--- src/rtl/cordic_pkg.sv ---
// rtl/cordic_pkg.sv - shared CORDIC widths, angle constants, sector codes and result record
package cordic_pkg;

    localparam int Q_WIDTH       = 16;
    localparam int RES_WIDTH     = Q_WIDTH + 1;
    localparam int SECTOR_WIDTH  = 2;
    localparam int DEG_SUM_WIDTH = RES_WIDTH + 1;

    // Angles are Q7.8 degrees: 90 * 256 and 360 * 256
    localparam logic [RES_WIDTH-1:0] DEG_90  = 17'd23040;
    localparam logic [RES_WIDTH-1:0] DEG_360 = 17'd92160;

    typedef enum logic [SECTOR_WIDTH-1:0] {
        SEC_Q1 = 2'd0,
        SEC_Q2 = 2'd1,
        SEC_Q3 = 2'd2,
        SEC_Q4 = 2'd3
    } sector_t;

    typedef struct packed {
        logic [RES_WIDTH-1:0] x;
        logic [RES_WIDTH-1:0] y;
        logic [RES_WIDTH-1:0] degree;
        logic                 mode;
    } cordic_result_t;

    // Folded angle plus sector offset, brought back into [0,360); one subtract suffices
    function automatic logic [RES_WIDTH-1:0] unfold_degree(
        input logic [Q_WIDTH-1:0]      degree,
        input logic [SECTOR_WIDTH-1:0] sector
    );
        logic [DEG_SUM_WIDTH-1:0] sum;
        sum = {2'b00, degree} + DEG_SUM_WIDTH'(sector) * DEG_SUM_WIDTH'(DEG_90);
        if (sum >= DEG_SUM_WIDTH'(DEG_360)) begin
            sum = sum - DEG_SUM_WIDTH'(DEG_360);
        end
        return sum[RES_WIDTH-1:0];
    endfunction

endpackage

--- src/rtl/cordic_result_fifo.sv ---
// rtl/cordic_result_fifo.sv - synchronous result FIFO with wrap-bit pointers
module cordic_result_fifo #(
    parameter int DEPTH = 4,
    parameter int WIDTH = 8
) (
    input  logic                     clk,
    input  logic                     reset,
    input  logic                     push,
    input  logic [WIDTH-1:0]         push_data,
    input  logic                     pop,
    output logic [WIDTH-1:0]         pop_data,
    output logic                     full,
    output logic                     empty,
    output logic [$clog2(DEPTH):0]   count
);

    localparam int AW = $clog2(DEPTH);
    localparam logic [AW:0] PTR_ONE = (AW + 1)'(1);

    logic [WIDTH-1:0] mem [DEPTH];
    logic [AW:0]      wr_ptr;
    logic [AW:0]      rd_ptr;
    logic             do_push;
    logic             do_pop;

    assign empty = (wr_ptr == rd_ptr);
    assign full  = (wr_ptr[AW] != rd_ptr[AW]) && (wr_ptr[AW-1:0] == rd_ptr[AW-1:0]);
    assign count = wr_ptr - rd_ptr;

    // A full FIFO still accepts a push when a pop frees a slot in the same cycle
    assign do_pop   = pop && !empty;
    assign do_push  = push && (!full || do_pop);
    assign pop_data = mem[rd_ptr[AW-1:0]];

    // Pointer and storage update
    always_ff @(posedge clk) begin
        if (reset) begin
            wr_ptr <= '0;
            rd_ptr <= '0;
            for (int i = 0; i < DEPTH; i++) begin
                mem[i] <= '0;
            end
        end else begin
            if (do_push) begin
                mem[wr_ptr[AW-1:0]] <= push_data;
                wr_ptr              <= wr_ptr + PTR_ONE;
            end
            if (do_pop) begin
                rd_ptr <= rd_ptr + PTR_ONE;
            end
        end
    end

endmodule

--- src/rtl/cordic_result_collector.sv ---
// rtl/cordic_result_collector.sv - tracks pipeline slots, unfolds quadrants, buffers results, issues credit
module cordic_result_collector
    import cordic_pkg::*;
#(
    parameter int UNSIGNED_OUTPUT_WIDTH = 16,
    parameter int SECTOR_FLAG_WIDTH     = 2,
    parameter int LATENCY               = 7,
    parameter int FIFO_DEPTH            = 4,
    parameter int TAG_WIDTH             = 4
) (
    input  logic                             clk,
    input  logic                             reset,
    input  logic                             in_valid,
    input  logic [TAG_WIDTH-1:0]             in_tag,
    output logic                             issue_ok,
    input  logic [UNSIGNED_OUTPUT_WIDTH-1:0] pipe_degree,
    input  logic [UNSIGNED_OUTPUT_WIDTH-1:0] pipe_x,
    input  logic [UNSIGNED_OUTPUT_WIDTH-1:0] pipe_y,
    input  logic [SECTOR_FLAG_WIDTH-1:0]     pipe_sector,
    input  logic                             pipe_arctan_en,
    output logic                             res_valid,
    input  logic                             res_ready,
    output logic [UNSIGNED_OUTPUT_WIDTH:0]   res_x,
    output logic [UNSIGNED_OUTPUT_WIDTH:0]   res_y,
    output logic [UNSIGNED_OUTPUT_WIDTH:0]   res_degree,
    output logic                             res_mode,
    output logic [TAG_WIDTH-1:0]             res_tag,
    output logic                             overflow_err
);

    localparam int RW = UNSIGNED_OUTPUT_WIDTH + 1;
    localparam int CW = $clog2(FIFO_DEPTH) + 1;
    localparam int PW = $clog2(LATENCY + FIFO_DEPTH + 2) + 1;
    localparam int EW = $bits(cordic_result_t) + TAG_WIDTH;

    logic [LATENCY-1:0]   dl_valid;
    logic [TAG_WIDTH-1:0] dl_tag [LATENCY];
    logic                 tail_valid;
    logic [TAG_WIDTH-1:0] tail_tag;

    logic [RW-1:0]        x_ext;
    logic [RW-1:0]        y_ext;
    cordic_result_t       unfolded;
    cordic_result_t       post_res;
    logic                 post_valid;
    logic [TAG_WIDTH-1:0] post_tag;

    logic                 fifo_pop;
    logic                 fifo_full;
    logic                 fifo_empty;
    logic                 fifo_drop;
    logic [CW-1:0]        fifo_count;
    logic [EW-1:0]        fifo_rd_data;
    logic [EW-1:0]        out_entry;
    cordic_result_t       out_res;
    logic [TAG_WIDTH-1:0] out_tag;

    logic                 credit_en;
    logic [PW-1:0]        pending;

    assign tail_valid = dl_valid[LATENCY-1];
    assign tail_tag   = dl_tag[LATENCY-1];

    // Delay line mirrors the pipeline: its tail is set in the cycle pipe_* carries that sample
    always_ff @(posedge clk) begin
        if (reset) begin
            dl_valid <= '0;
            for (int i = 0; i < LATENCY; i++) begin
                dl_tag[i] <= '0;
            end
        end else begin
            dl_valid  <= {dl_valid[LATENCY-2:0], in_valid};
            dl_tag[0] <= in_tag;
            for (int i = 1; i < LATENCY; i++) begin
                dl_tag[i] <= dl_tag[i-1];
            end
        end
    end

    assign x_ext = RW'(pipe_x);
    assign y_ext = RW'(pipe_y);

    // Undo quadrant folding: rotation mode rotates the vector back by sector*90 degrees
    always_comb begin
        unfolded.x      = x_ext;
        unfolded.y      = y_ext;
        unfolded.degree = unfold_degree(pipe_degree, pipe_sector);
        unfolded.mode   = pipe_arctan_en;
        if (!pipe_arctan_en) begin
            case (sector_t'(pipe_sector))
                SEC_Q2: begin
                    unfolded.x = -y_ext;
                    unfolded.y = x_ext;
                end
                SEC_Q3: begin
                    unfolded.x = -x_ext;
                    unfolded.y = -y_ext;
                end
                SEC_Q4: begin
                    unfolded.x = y_ext;
                    unfolded.y = -x_ext;
                end
                default: begin
                    unfolded.x = x_ext;
                    unfolded.y = y_ext;
                end
            endcase
        end
    end

    // Post stage: register the unfolded result only when the tail marks a real sample
    always_ff @(posedge clk) begin
        if (reset) begin
            post_valid <= 1'b0;
            post_res   <= '0;
            post_tag   <= '0;
        end else begin
            post_valid <= tail_valid;
            if (tail_valid) begin
                post_res <= unfolded;
                post_tag <= tail_tag;
            end
        end
    end

    assign fifo_pop  = res_ready && !fifo_empty;
    assign fifo_drop = post_valid && fifo_full && !fifo_pop;

    cordic_result_fifo #(
        .DEPTH (FIFO_DEPTH),
        .WIDTH (EW)
    ) u_fifo (
        .clk       (clk),
        .reset     (reset),
        .push      (post_valid),
        .push_data ({post_tag, post_res}),
        .pop       (fifo_pop),
        .pop_data  (fifo_rd_data),
        .full      (fifo_full),
        .empty     (fifo_empty),
        .count     (fifo_count)
    );

    // Outputs read as zero whenever nothing is buffered
    assign out_entry  = fifo_empty ? '0 : fifo_rd_data;
    assign {out_tag, out_res} = out_entry;
    assign res_valid  = !fifo_empty;
    assign res_x      = out_res.x;
    assign res_y      = out_res.y;
    assign res_degree = out_res.degree;
    assign res_mode   = out_res.mode;
    assign res_tag    = out_tag;

    // Every launched, not-yet-popped sample holds a credit until it leaves the FIFO
    always_comb begin
        pending = PW'(post_valid) + PW'(fifo_count);
        for (int i = 0; i < LATENCY; i++) begin
            pending = pending + PW'(dl_valid[i]);
        end
    end

    assign issue_ok = credit_en && (pending < PW'(FIFO_DEPTH));

    // Credit is withheld during reset; overflow is sticky, and a dropped write can only follow an uncredited launch
    always_ff @(posedge clk) begin
        if (reset) begin
            credit_en    <= 1'b0;
            overflow_err <= 1'b0;
        end else begin
            credit_en <= 1'b1;
            if ((in_valid && !issue_ok) || fifo_drop) begin
                overflow_err <= 1'b1;
            end
        end
    end

endmodule

--- config.mk ---
export PLATFORM = sky130hd
export DESIGN_NAME = cordic_result_collector
export DESIGN_NICKNAME = d
export VERILOG_FILES = /design/src/rtl/cordic_pkg.sv /design/src/rtl/cordic_result_fifo.sv /design/src/rtl/cordic_result_collector.sv
export SDC_FILE = /design/constraint.sdc
export NUM_CORES = 1
export LEC_CHECK = 0
export ABC_AREA = 1
export BUFFER_PORTS_ARGS = -buffer_cell sky130_fd_sc_hd__buf_2
export CAP_MARGIN = 20
export CORE_AREA = 4 4 182 184
export CTS_BUF_LIST = sky130_fd_sc_hd__clkbuf_2 sky130_fd_sc_hd__clkbuf_4 sky130_fd_sc_hd__clkbuf_8
export DETAILED_ROUTE_END_ITERATION = 7
export DIE_AREA = 0 0 186 188
export GPL_TIMING_DRIVEN = 0
export MAX_ROUTING_LAYER = met4
export PLACE_DENSITY = 0.76
export SYNTH_ARGS = -nofsm -noshare
export SYNTH_HDL_FRONTEND = slang
export SYNTH_HIERARCHICAL = 1
export SYNTH_SLANG_ARGS = --single-unit
--- constraint.sdc ---
create_clock -name clk -period 8.45 [get_ports clk]
set_clock_uncertainty 0.1 [all_clocks]
set_input_delay 0 -clock clk [delete_from_list [all_inputs] [get_ports clk]]
set_output_delay 0 -clock clk [all_outputs]
set_load 0.05 [all_outputs]
Word level (Yosys, flattened, before mapping)

Memories as Yosys holds them, arrays and structs flattened. A register that Yosys moved wholly into a read port is not among the register bits.
Index checks and enable logic that the tools add are counted.

Register bits after elaboration: 68
Bits in latches: 0
Memory bits (writable): 252
Bits in read-only memories: 0
Output and inout bits: 59
Logic and storage cells: 80
Memories kept: 2

Add/subtract/negate cells: 15
$mul: 1
Divide/modulo/power cells: 0
Magnitude comparators: 2
Eq/ne operators: 6
Shift-type cells: 0
Multiplexer cells: 22
Bitwise logic cells: 7
Reductions and logical operators: 15

Memory list:

| memory     | words | width | read ports | clocked after memory_dff | write ports | line                          | source |
|---|---|---|---|---|---|---|---|
| u_fifo.mem | 4     | 56    | 1          | 1                        | 4           | cordic_result_fifo.sv:20      | `logic [WIDTH-1:0] mem [DEPTH];` |
| dl_tag     | 7     | 4     | 7          | 1                        | 7           | cordic_result_collector.sv:37 | `logic [TAG_WIDTH-1:0] dl_tag [LATENCY];` |

Operators with widths:

| kind                                                                                  | number |
|---|---|
| 56-bit 2-to-1 mux                                                                     | 2 |
| 34-bit one-hot mux with 3 select lines                                                | 1 |
| 56-bit OR reduction                                                                   | 1 |
| 34-bit 2-to-1 mux                                                                     | 1 |
| 16-bit negation with 17-bit output                                                    | 2 |
| 5-bit by 1-bit adder with 5-bit output                                                | 6 |
| 4-bit 2-to-1 mux                                                                      | 7 |
| 16-bit by 17-bit adder with 18-bit output                                             | 1 |
| 18-bit by 17-bit greater-or-equal comparator with 1-bit output, second input constant | 1 |
| 17-bit 2-to-1 mux                                                                     | 1 |
| 17-bit subtractor, second input constant                                              | 1 |
| 1-bit logical AND                                                                     | 8 |
| 2-bit by 6-bit multiplier with 8-bit output, second input constant                    | 1 |
| 1-bit 2-to-1 mux                                                                      | 7 |
| 1-bit OR                                                                              | 7 |
| 3-bit by 1-bit adder with 3-bit output, second input constant                         | 2 |
| 2-bit 2-to-1 mux                                                                      | 3 |
| 4-bit by 1-bit adder with 5-bit output                                                | 1 |
| 5-bit by 3-bit < comparator with 1-bit output, second input constant                  | 1 |
| 1-bit by 3-bit adder with 4-bit output                                                | 1 |
| 2-bit equality test, second input constant                                            | 2 |
| 1-bit logical NOT                                                                     | 4 |
| 3-bit equality test                                                                   | 1 |
| 3-bit subtractor                                                                      | 1 |
| other kinds (4)                                                                       | 5 |

Logic depth before layout (Yosys ltp)

Word-level depth: 14
Gate-level depth with buffers: 18
Depth with buffers taken out: 18

Hierarchy

Netlist, hierarchy kept.

By module, submodules not included:

| module                  | times used | cells an instance | area an instance (sq um) |
|---|---|---|---|
| cordic_result_fifo      | 1          | 928               | 10442.5 |
| cordic_result_collector | 1          | 890               | 5765.5 |

Least setup slack after synthesis

No wires, ideal clock.

Path kind: register -> register
From: reg u_fifo.wr_ptr[0]
To: mem u_fifo/mem[0][0] in the netlist's numbering (enable)
Library setup time: 547 ps
Data arrival time: 6249 ps
Setup slack: 1554 ps
Stages on the path, launching flop included: 14
Buffers on the path: 2
Path through: dfxtp_1 clkinv_1 clkbuf_1 ha_1 nand2_1 inv_1 nand2_1 inv_1 nor2_1 inv_1 nand3_4 nand4_2 buf_4 o21ai_0

RTL lines:

| what                   | line                     | source |
|---|---|---|
| start, declared        | cordic_result_fifo.sv:21 | `logic [AW:0] wr_ptr;` |
| start signal, assigned | cordic_result_fifo.sv:46 | `wr_ptr <= wr_ptr + PTR_ONE;` |
| end, declared          | cordic_result_fifo.sv:20 |  |

==> flow_metrics.tcl <==
set metrics [dict create \
    status "finished, final reports clean" \
    portBuffers 117 \
    crit_path_start_kind "flop" \
    met3_usage 0.0338 \
    rows 65 \
    register_area_um2 8770 \
    syn_inst 1818 \
    max-cap-violations 0 \
    fin_ws_ps 3530 \
    met2_usage 0.439 \
    grt_pass1_wl_mm 73.7 \
    cts_sinks 326 \
    reg2reg_from "u_fifo/wr_ptr[0]$_SDFFE_PP0P_" \
    drc 0 \
    final_max_slew_viol_count 0 \
    syn_avg_cell_area_um2 8.92 \
    p_leak_nw 7.41 \
    final_area_um2 19400 \
    dp.cells 2345 \
    total_power_mw 3.34 \
    cts_made_buffers 52 \
    worstPathRequired_ps 8620 \
    grt_usage 0.272 \
    powerDensity_nw_per_um2 172 \
    max_freq_mhz 203 \
    period_needed_ps 4920 \
    drt-wirelength-per-cell_um 18.5 \
    synth_flop_cell "edfxtp_1" \
    drtPass1Iterations 6 \
    crit_type "flop to flop" \
    finalSetupTns_ps 0 \
    post-place-ws_ps 3690 \
    antenna_found_initial 0 \
    routed_wl_mm 46.6 \
    met1_usage 0.358 \
    path_clk_slew_ps 60 \
    hold_ws_ps 59.4 \
    vias 14236 \
    grt_busiest_layer "met2" \
    finalCritPeriodShare 0.582 \
    rsz0062_at_grt "false" \
    root_buffer "clkbuf_8" \
    diodes 0 \
    ys_ff_latch 326 \
    syn-num-nets 1909 \
    cts-htree-levels 2 \
    post_cts_buffers 0 \
    drtIter0Drc 1800 \
    post_route_cells_drive_above_1_share 0.154 \
    rr_worst_depth 15 \
    yosysWarnings 6 \
    fillers 2640 \
    cts_tree "done" \
    cts.path.max_buffers 3 \
    r2r_slack_ps 3530 \
    async_reset_ff_frac 0 \
    coreArea_um2 31400 \
    synth_edf_count 224 \
    grt.overflow.total 0 \
    holdPathStages 4 \
    grt_max_degree 27 \
    arrival_ps 5090 \
    initial_utilization 0.516 \
    final_cells 2519 \
    syn_area_um2 16200 \
    worstMarginPinSlew_ps 869 \
    worstPathMaxFanout 23 \
    vdd_drop_max_mv 0.148 \
    syn_to_final_growth_pct 19.6 \
    hold_viol 0 \
    die_height_um 188 \
    hold_class "input port to flop" \
    min_from "in_tag[3]" \
    first_global_vias 14069 \
    multi_input_area_um2 6060 \
    dp_hpwl_mm 32.8 \
    die_w_um 186 \
    synth.distinct_cells 50 \
    dpl_cell_area_um2 17500 \
    clock_latency_ps 570 \
    drt-vias-per-instance 5.65 \
    die_area_um2 35000 \
    pin_count 118 \
    hold_end "dl_tag[0][3]$_SDFF_PP0_" \
    final_util 0.618 \
    gp_congestion 0.966 \
    ant_nets 0 \
    setup_viol 0 \
    rr_endpoint "u_fifo/mem[0][54]$_SDFFCE_PN0P_" \
    worstSetupEndpointType "flop" \
    nNetsFinal 2170 \
    relSlewSlack 0.421 \
    ys_seq_area_frac 0.541 \
]
## synth_stat cells (14+ instances only)
cell | n | area (um^2)
nor3_1 | 123 | 616
xor2_1 | 14 | 123
nand2_1 | 155 | 582
o21ai_0 | 160 | 801
buf_2 | 16 | 80.1
clkbuf_1 | 87 | 327
nor3_2 | 53 | 531
edfxtp_1 | 224 | 6730
nand3_1 | 60 | 300
inv_1 | 224 | 841
a21oi_1 | 65 | 325
ha_1 | 27 | 338
nor2_1 | 324 | 1220
dfxtp_1 | 102 | 2040
o22ai_1 | 60 | 375
## placed cells by master, fill, tap and decap left out, types with 3 or more instances in the layout
cell           count
edfxtp_1         224
clkinv_1           9
ha_1              27
nand4_1           11
inv_1            224
o21ai_4            4
buf_12             3
o2111ai_1          6
nand2_1          155
dlygate4sd3_1     82
nor2_2             5
fa_1               5
clkinv_2           8
nand2_4            5
o21ai_1           10
xor2_1            14
clkbuf_8          55
nand2_2            4
a21oi_1           65
nand3b_1          11
buf_1              9
inv_2              7
nand3_1           60
buf_6              6
o211ai_1           6
buf_16             5
o22ai_1           60
nor3_2            53
nor4_1             3
clkbuf_4          20
clkbuf_1          87
o21ai_0          157
dfxtp_1          102
o221ai_1           5
nor2_1           323
nor3_1           123
buf_2            133
## cell type report
cell class,count,share of cell area
repair buffers,207,0.0827
clock inverters,19,0.00794
plain buffers,121,0.0280
inverters,234,0.0453
flip-flops and latches,326,0.452
multi-input cells,1137,0.313
well taps,402,0.0259
clock buffers,73,0.0454
## worst max-delay path by stage
stage                                  startpoint                              end  slack, ps  depth (start not counted)
finish              u_fifo/wr_ptr[0]$_SDFFE_PP0P_  u_fifo/mem[0][54]$_SDFFCE_PN0P_       3530                         15
global route        u_fifo/wr_ptr[0]$_SDFFE_PP0P_  u_fifo/mem[0][50]$_SDFFCE_PN0P_       3400                         15
CTS                 u_fifo/wr_ptr[0]$_SDFFE_PP0P_  u_fifo/mem[0][50]$_SDFFCE_PN0P_       3680                         15
detailed placement  u_fifo/wr_ptr[0]$_SDFFE_PP0P_  u_fifo/mem[0][33]$_SDFFCE_PN0P_       3690                         15
global placement    u_fifo/wr_ptr[0]$_SDFFE_PP0P_  u_fifo/mem[0][38]$_SDFFCE_PN0P_      -2200                         13
floorplan           u_fifo/wr_ptr[0]$_SDFFE_PP0P_   u_fifo/mem[0][0]$_SDFFCE_PN0P_       1550                         13
## logic make-up (layout without fill, tap and decap cells)
group / Yosys count / in the layout / share of synthesized area
compound gates: 324 / 324 / 0.111
xor+xnor: 17 / 17 / 0.00965
fa+ha+maj: 32 / 32 / 0.0270
buf+inv: 355 / 654 / 0.0877
flops: 326 / 326 / 0.541
simple gates: 764 / 764 / 0.224
## timing repair
action                     CTS  global route
setup endpoints to repair    0             0
hold endpoints to repair    70             0
gates resized for setup      0             0
hold buffers                82             0
## state kept, by name, indices dropped and copies added (netlist names), named ones only
name,flops
post_res,52
dl_tag,28
overflow_err,1
post_valid,1
u_fifo/wr_ptr,3
u_fifo/rd_ptr,3
post_tag,4
dl_valid,7
credit_en,1
u_fifo/mem,224
## per-layer routing
layer,share of wire,wire length (um)
met1,0.41,18900
met5,0,0
met3,0.090,4180
met4,0.030,1400
met2,0.48,22200
## critical path: stages (launching register included)
cell	delay [ps]
dfxtp_1	450
clkinv_1	290
clkbuf_1	390
ha_1	420
nand2_1	100
inv_1	90
nand2_1	170
inv_1	170
nor2_1	480
inv_1	160
nand3_4	160
nand4_2	260
buf_4	320
o21ai_4	550
buf_16	260
buf_12	210
## where the power goes
part / internal, mW / switching [mW]
clock network: 0.734 / 0.602
logic: 0.0928 / 0.156
registers: 1.74 / 0.0122
Note: power is estimated with default switching activity, not from simulation.
